[src/rtl/pipe_ctrl_pkg.sv]
// Shared constants for the pipeline control block: forwarding select encodings
// and the default register geometry.
package pipe_ctrl_pkg;

    localparam int REG_W_DEF    = 5;
    localparam int ALU_OP_W_DEF = 4;
    localparam int LINK_REG     = 31;

    typedef enum logic [1:0] {
        FWD_RF  = 2'b00,
        FWD_WB  = 2'b01,
        FWD_MEM = 2'b10
    } fwd_sel_e;

endpackage

[src/rtl/pipe_ctrl_fwd_select.sv]
// Single-operand forwarding compare: picks EX/MEM, MEM/WB or the register file
// for one EX source register.
module pipe_ctrl_fwd_select
    import pipe_ctrl_pkg::*;
#(
    parameter int REG_W = REG_W_DEF
) (
    input  logic [REG_W-1:0] src_i,
    input  logic             mem_we_i,
    input  logic             mem_m2r_i,
    input  logic [REG_W-1:0] mem_wr_i,
    input  logic             wb_we_i,
    input  logic [REG_W-1:0] wb_wr_i,
    output logic [1:0]       sel_o
);

    logic src_live;
    assign src_live = (src_i != '0);

    // A load in EX/MEM has no data yet, so it is never a forward source there.
    always_comb begin
        sel_o = FWD_RF;
        if (src_live && mem_we_i && !mem_m2r_i && (mem_wr_i == src_i))
            sel_o = FWD_MEM;
        else if (src_live && wb_we_i && (wb_wr_i == src_i))
            sel_o = FWD_WB;
    end

endmodule

[src/rtl/pipe_ctrl.sv]
// Pipeline control: carries decoded control through ID/EX, EX/MEM and MEM/WB,
// resolves destinations, inserts load-use bubbles, flushes on redirect, forwards.
module pipe_ctrl
    import pipe_ctrl_pkg::*;
#(
    parameter int REG_W    = REG_W_DEF,
    parameter int ALU_OP_W = ALU_OP_W_DEF,
    parameter int LINK_REG_P = LINK_REG
) (
    input  logic                clk,
    input  logic                reset,
    input  logic                id_valid,
    input  logic                id_reg_write,
    input  logic                id_mem_to_reg,
    input  logic                id_mem_write,
    input  logic                id_alu_src,
    input  logic                id_reg_dest,
    input  logic                id_branch,
    input  logic                id_jump,
    input  logic                id_jump_reg,
    input  logic                id_jump_link,
    input  logic [ALU_OP_W-1:0] id_alu_op,
    input  logic [REG_W-1:0]    id_rs,
    input  logic [REG_W-1:0]    id_rt,
    input  logic [REG_W-1:0]    id_rd,
    input  logic                ex_redirect,
    output logic                stall_fd,
    output logic                flush_fd,
    output logic                ex_reg_write,
    output logic                ex_mem_to_reg,
    output logic                ex_mem_write,
    output logic                ex_alu_src,
    output logic                ex_branch,
    output logic                ex_jump,
    output logic                ex_jump_reg,
    output logic                ex_jump_link,
    output logic [ALU_OP_W-1:0] ex_alu_op,
    output logic [REG_W-1:0]    ex_rs,
    output logic [REG_W-1:0]    ex_rt,
    output logic [REG_W-1:0]    ex_write_reg,
    output logic                mem_reg_write,
    output logic                mem_mem_to_reg,
    output logic                mem_mem_write,
    output logic [REG_W-1:0]    mem_write_reg,
    output logic                wb_reg_write,
    output logic                wb_mem_to_reg,
    output logic [REG_W-1:0]    wb_write_reg,
    output logic [1:0]          fwd_a,
    output logic [1:0]          fwd_b
);

    // ID/EX
    logic                ex_rw_q, ex_m2r_q, ex_mw_q, ex_as_q;
    logic                ex_br_q, ex_j_q, ex_jr_q, ex_jl_q;
    logic [ALU_OP_W-1:0] ex_op_q;
    logic [REG_W-1:0]    ex_rs_q, ex_rt_q, ex_wr_q;
    logic                ex_rw_d, ex_m2r_d, ex_mw_d, ex_as_d;
    logic                ex_br_d, ex_j_d, ex_jr_d, ex_jl_d;
    logic [ALU_OP_W-1:0] ex_op_d;
    logic [REG_W-1:0]    ex_rs_d, ex_rt_d, ex_wr_d;
    // EX/MEM
    logic                mem_rw_q, mem_m2r_q, mem_mw_q;
    logic [REG_W-1:0]    mem_wr_q;
    // MEM/WB
    logic                wb_rw_q, wb_m2r_q;
    logic [REG_W-1:0]    wb_wr_q;

    logic [REG_W-1:0]    id_dest;
    logic                load_use;
    logic                bubble;
    logic                mem_we_gated, wb_we_gated;

    always_comb begin
        id_dest = id_rt;
        if (id_jump_link)
            id_dest = REG_W'(LINK_REG_P);
        else if (id_reg_dest)
            id_dest = id_rd;
    end

    assign load_use = ex_m2r_q && ex_rw_q && (ex_wr_q != '0) && id_valid &&
                      ((ex_wr_q == id_rs) || (ex_wr_q == id_rt));

    // Reset dominates everything; redirect discards the younger instruction
    // so a coincident load-use must not also stall.
    assign flush_fd = !reset && ex_redirect;
    assign stall_fd = !reset && !ex_redirect && load_use;
    assign bubble   = ex_redirect || load_use || !id_valid;

    always_comb begin
        ex_rw_d  = 1'b0;
        ex_m2r_d = 1'b0;
        ex_mw_d  = 1'b0;
        ex_as_d  = 1'b0;
        ex_br_d  = 1'b0;
        ex_j_d   = 1'b0;
        ex_jr_d  = 1'b0;
        ex_jl_d  = 1'b0;
        ex_op_d  = '0;
        ex_rs_d  = '0;
        ex_rt_d  = '0;
        ex_wr_d  = '0;
        if (!bubble) begin
            ex_rw_d  = id_reg_write;
            ex_m2r_d = id_mem_to_reg;
            ex_mw_d  = id_mem_write;
            ex_as_d  = id_alu_src;
            ex_br_d  = id_branch;
            ex_j_d   = id_jump;
            ex_jr_d  = id_jump_reg;
            ex_jl_d  = id_jump_link;
            ex_op_d  = id_alu_op;
            ex_rs_d  = id_rs;
            ex_rt_d  = id_rt;
            ex_wr_d  = id_dest;
        end
    end

    always_ff @(posedge clk) begin
        if (reset) begin
            ex_rw_q   <= 1'b0;
            ex_m2r_q  <= 1'b0;
            ex_mw_q   <= 1'b0;
            ex_as_q   <= 1'b0;
            ex_br_q   <= 1'b0;
            ex_j_q    <= 1'b0;
            ex_jr_q   <= 1'b0;
            ex_jl_q   <= 1'b0;
            ex_op_q   <= '0;
            ex_rs_q   <= '0;
            ex_rt_q   <= '0;
            ex_wr_q   <= '0;
            mem_rw_q  <= 1'b0;
            mem_m2r_q <= 1'b0;
            mem_mw_q  <= 1'b0;
            mem_wr_q  <= '0;
            wb_rw_q   <= 1'b0;
            wb_m2r_q  <= 1'b0;
            wb_wr_q   <= '0;
        end else begin
            ex_rw_q   <= ex_rw_d;
            ex_m2r_q  <= ex_m2r_d;
            ex_mw_q   <= ex_mw_d;
            ex_as_q   <= ex_as_d;
            ex_br_q   <= ex_br_d;
            ex_j_q    <= ex_j_d;
            ex_jr_q   <= ex_jr_d;
            ex_jl_q   <= ex_jl_d;
            ex_op_q   <= ex_op_d;
            ex_rs_q   <= ex_rs_d;
            ex_rt_q   <= ex_rt_d;
            ex_wr_q   <= ex_wr_d;
            // Downstream stages never back-pressure.
            mem_rw_q  <= ex_rw_q;
            mem_m2r_q <= ex_m2r_q;
            mem_mw_q  <= ex_mw_q;
            mem_wr_q  <= ex_wr_q;
            wb_rw_q   <= mem_rw_q;
            wb_m2r_q  <= mem_m2r_q;
            wb_wr_q   <= mem_wr_q;
        end
    end

    assign ex_reg_write   = ex_rw_q;
    assign ex_mem_to_reg  = ex_m2r_q;
    assign ex_mem_write   = ex_mw_q;
    assign ex_alu_src     = ex_as_q;
    assign ex_branch      = ex_br_q;
    assign ex_jump        = ex_j_q;
    assign ex_jump_reg    = ex_jr_q;
    assign ex_jump_link   = ex_jl_q;
    assign ex_alu_op      = ex_op_q;
    assign ex_rs          = ex_rs_q;
    assign ex_rt          = ex_rt_q;
    assign ex_write_reg   = ex_wr_q;
    assign mem_reg_write  = mem_rw_q;
    assign mem_mem_to_reg = mem_m2r_q;
    assign mem_mem_write  = mem_mw_q;
    assign mem_write_reg  = mem_wr_q;
    assign wb_reg_write   = wb_rw_q;
    assign wb_mem_to_reg  = wb_m2r_q;
    assign wb_write_reg   = wb_wr_q;

    // Writes to r0 are architecturally dead, so hide them from forwarding.
    assign mem_we_gated = mem_rw_q && (mem_wr_q != '0);
    assign wb_we_gated  = wb_rw_q && (wb_wr_q != '0);

    pipe_ctrl_fwd_select #(.REG_W(REG_W)) u_fwd_a (
        .src_i     (ex_rs_q),
        .mem_we_i  (mem_we_gated),
        .mem_m2r_i (mem_m2r_q),
        .mem_wr_i  (mem_wr_q),
        .wb_we_i   (wb_we_gated),
        .wb_wr_i   (wb_wr_q),
        .sel_o     (fwd_a)
    );

    pipe_ctrl_fwd_select #(.REG_W(REG_W)) u_fwd_b (
        .src_i     (ex_rt_q),
        .mem_we_i  (mem_we_gated),
        .mem_m2r_i (mem_m2r_q),
        .mem_wr_i  (mem_wr_q),
        .wb_we_i   (wb_we_gated),
        .wb_wr_i   (wb_wr_q),
        .sel_o     (fwd_b)
    );

endmodule

[config.mk]
export PLATFORM = sky130hd
export DESIGN_NAME = pipe_ctrl
export DESIGN_NICKNAME = d
export VERILOG_FILES = /design/src/rtl/pipe_ctrl_pkg.sv /design/src/rtl/pipe_ctrl_fwd_select.sv /design/src/rtl/pipe_ctrl.sv
export SDC_FILE = /design/constraint.sdc
export NUM_CORES = 1
export LEC_CHECK = 0
export BUFFER_PORTS_ARGS = -buffer_cell sky130_fd_sc_hd__buf_2
export CAP_MARGIN = 20
export CELL_PAD_IN_SITES_DETAIL_PLACEMENT = 0
export CELL_PAD_IN_SITES_GLOBAL_PLACEMENT = 1
export CORE_MARGIN = 5
export CORE_UTILIZATION = 35
export CTS_BUF_LIST = sky130_fd_sc_hd__clkbuf_8
export DETAILED_ROUTE_END_ITERATION = 10
export PLACE_DENSITY_LB_ADDON = 0.08
export SYNTH_ARGS = -nofsm -noshare
export SYNTH_HDL_FRONTEND = slang
export SYNTH_SLANG_ARGS = --single-unit
[constraint.sdc]
create_clock -name clk -period 1.8 [get_ports clk]
set_input_delay 0.36 -clock clk [delete_from_list [all_inputs] [get_ports clk]]
set_output_delay 0.36 -clock clk [all_outputs]
set_load 0.01 [all_outputs]
==> impl_metrics.json <==
{
  "final_util_pct": 52.6,
  "routed_wl_um": 4950,
  "met1_usage_pct": 20.2,
  "layout-drive-gt1-share_pct": 47.4,
  "clk_latency_ns": 0.29,
  "grt_usage_pct": 15.4,
  "min_period_ns": 2.14,
  "slew_violations": 0,
  "num_antenna_cells": 0,
  "leakage_nw": 1.24,
  "row_count": 26,
  "die_area_sq_um": 6680,
  "initial_core_util_pct": 35.7,
  "grtUsageMet3_pct": 4.82,
  "met2_usage_pct": 24.1,
  "postCtsHoldBufs": 0,
  "cp_max_fo": 2,
  "cts_max_level": 2,
  "layout_commonest_cell": "buf_2",
  "grt_start_max_net_pins": 28,
  "required_ns": 1.44,
  "avgSynthCellArea_sq_um": 9.58,
  "root_buffer": "clkbuf_8",
  "arrival_ns": 1.78,
  "die_y_um": 81.7,
  "die_x_um": 81.7,
  "hold_violations": 0,
  "setup_violations": 4,
  "grt_pass1_wl_um": 7780,
  "grt_antenna_before_repair": 0,
  "status": "finished, violations left",
  "reg2reg_slack_ns": 0.41,
  "hold_path_class": "primary input to flip-flop",
  "clock_skew_ns": 0.00308,
  "top_usage_layer": "met2",
  "yosysWarningCount": 0,
  "grt_pass1_vias": 1579,
  "ys_seq_area_share_pct": 46.7,
  "cts_sinks": 42,
  "maxCapViolCount": 0,
  "max_freq_mhz": 468,
  "post_cts_buffers": 0,
  "gp_congestion": 0.731,
  "final_cell_mix": "buf_2 (79), dfxtp_1 (33), xnor2_1 (24)",
  "ios": 80,
  "placedCellCount": 347,
  "syn_to_final_growth_pct": 47.2,
  "ant_nets": 0,
  "netlist_instances": 188,
  "worstMarginPinSlew_ns": 0.398,
  "ctsLongestPathBuffers": 2,
  "drtPass1Iterations": 4,
  "core_region_area_sq_um": 5040,
  "cts_tree": "built",
  "synth_area_sq_um": 1800,
  "dpl.hpwl_um": 3840,
  "critPathKind": "flip-flop to primary output",
  "syn_nets": 220,
  "drc": 0,
  "fill_cells": 480,
  "yosys_register_bits": 42,
  "violations": "negative setup slack",
  "cp-end-kind": "primary output",
  "synth_cell_type_count": 25,
  "clkTransAtPathRegs_ns": 0.08,
  "wire_per_inst_um": 13.9,
  "io_buffers": 79,
  "fin_ws_ns": -0.337,
  "period_share_pct": 119,
  "vias": 1637,
  "timing.setup.tns_ns": -0.911,
  "start_kind": "flip-flop",
  "ir_worst_vdd_mv": 0.397,
  "numCtsBuffers": 5,
  "rsz0062_at_grt": "true",
  "overflow": 0,
  "instances_no_fill": 355,
  "nNetsFinal": 316,
  "maxSlewHeadroom_pct": 73.4,
  "drtIter0Drc": 16,
  "avgViaCountPerCell": 4.61,
  "p_per_area_nw_per_um2": 799
}
-- logic make-up (layout without fill, tap and decap cells) --
family                 after synthesis  count (layout)  share of synthesized area [%]
AO/OA/AOI/OAI                       40              40                           16.0
XOR/XNOR                            30              30                           14.6
buffers and inverters               16             113                           3.54
flip-flops                          42              42                           46.7
AND/OR/NAND/NOR                     60              60                           19.2
-- timing repair --
| item | in CTS | in global routing |
|---|---|---|
| setup endpoints to repair | 5 | 5 |
| resized for setup | 6 | 12 |
| pin swaps | 4 | 4 |
-- layout make-up --
class                           instances  area, sq um  share of cell area, %
Timing Repair Buffer                   99          546                   20.6
Inverter                                6         22.5                  0.850
Sequential cell                        42          865                   32.6
Multi-Input combinational cell        130          992                   37.4
Clock inverter                          3         68.8                   2.60
Tap cell                               70         87.6                   3.31
Clock buffer                            5         68.8                   2.60
-- cells in the mapped netlist, drive strengths merged --
master / number / area, sq um
a211oi: 11 / 82.6
a21oi: 17 / 88.8
and3: 1 / 6.26
buf: 4 / 18.8
clkbuf: 6 / 22.5
dfxtp: 42 / 841
inv: 6 / 22.5
nand2: 8 / 30.0
nand3: 23 / 115
nor2: 2 / 10.0
nor2b: 17 / 106
nor3: 3 / 15.0
nor4: 2 / 25.0
o211a: 5 / 50.1
o211ai: 4 / 40.0
o21ai: 2 / 13.8
o22ai: 1 / 12.5
or4: 4 / 37.5
xnor2: 30 / 263
-- worst paths after layout --
kind / startpoint / endpoint / cells after the start
max: ex_rs[0] / fwd_a[0] / 5
min: id_alu_op[0] / ex_alu_op[0] / 3
max reg2reg: ex_write_reg[0] / ex_rt[0] / 5
min reg2reg: ex_mem_write / mem_mem_write / 1
-- stage by stage --
stage          hold slack (ns)  total power [mW]  setup slack (ns)  instance area [sq um]
6_report                 0.303              2.12            -0.337                   2650
5_1_grt                  0.295              2.21            -0.436                   2650
3_3_place_gp             0.447              1.25           -0.0531                   2450
3_5_place_dp             0.452              1.25           -0.0726                   2450
4_1_cts                  0.296              2.14            -0.355                   2590
2_1_floorplan            0.424              1.14          -0.00246                   1850
-- worst max-delay path, cell delays in order (launching register included) --
cell	delay, ns
dfxtp_2	0.33
or4_4	0.54
o211ai_2	0.20
nor3_4	0.07
nor4_4	0.19
buf_2	0.16
-- per-layer routing --
layer | share of wire, % | vias up | wire [um]
li1 | - | 848 | -
met1 | 44 | 720 | 2190
met2 | 46 | 63 | 2260
met3 | 8.8 | 6 | 433
met4 | 1.3 | 0 | 65
met5 | 0 | - | 0
-- power by group --
| part | switching [mW] | total [mW] | internal [mW] |
|---|---|---|---|
| registers | 0.0205 | 0.968 | 0.948 |
| logic | 0.134 | 0.262 | 0.128 |
| clock network | 0.330 | 0.886 | 0.556 |
Power figures use the tool's default switching activity.
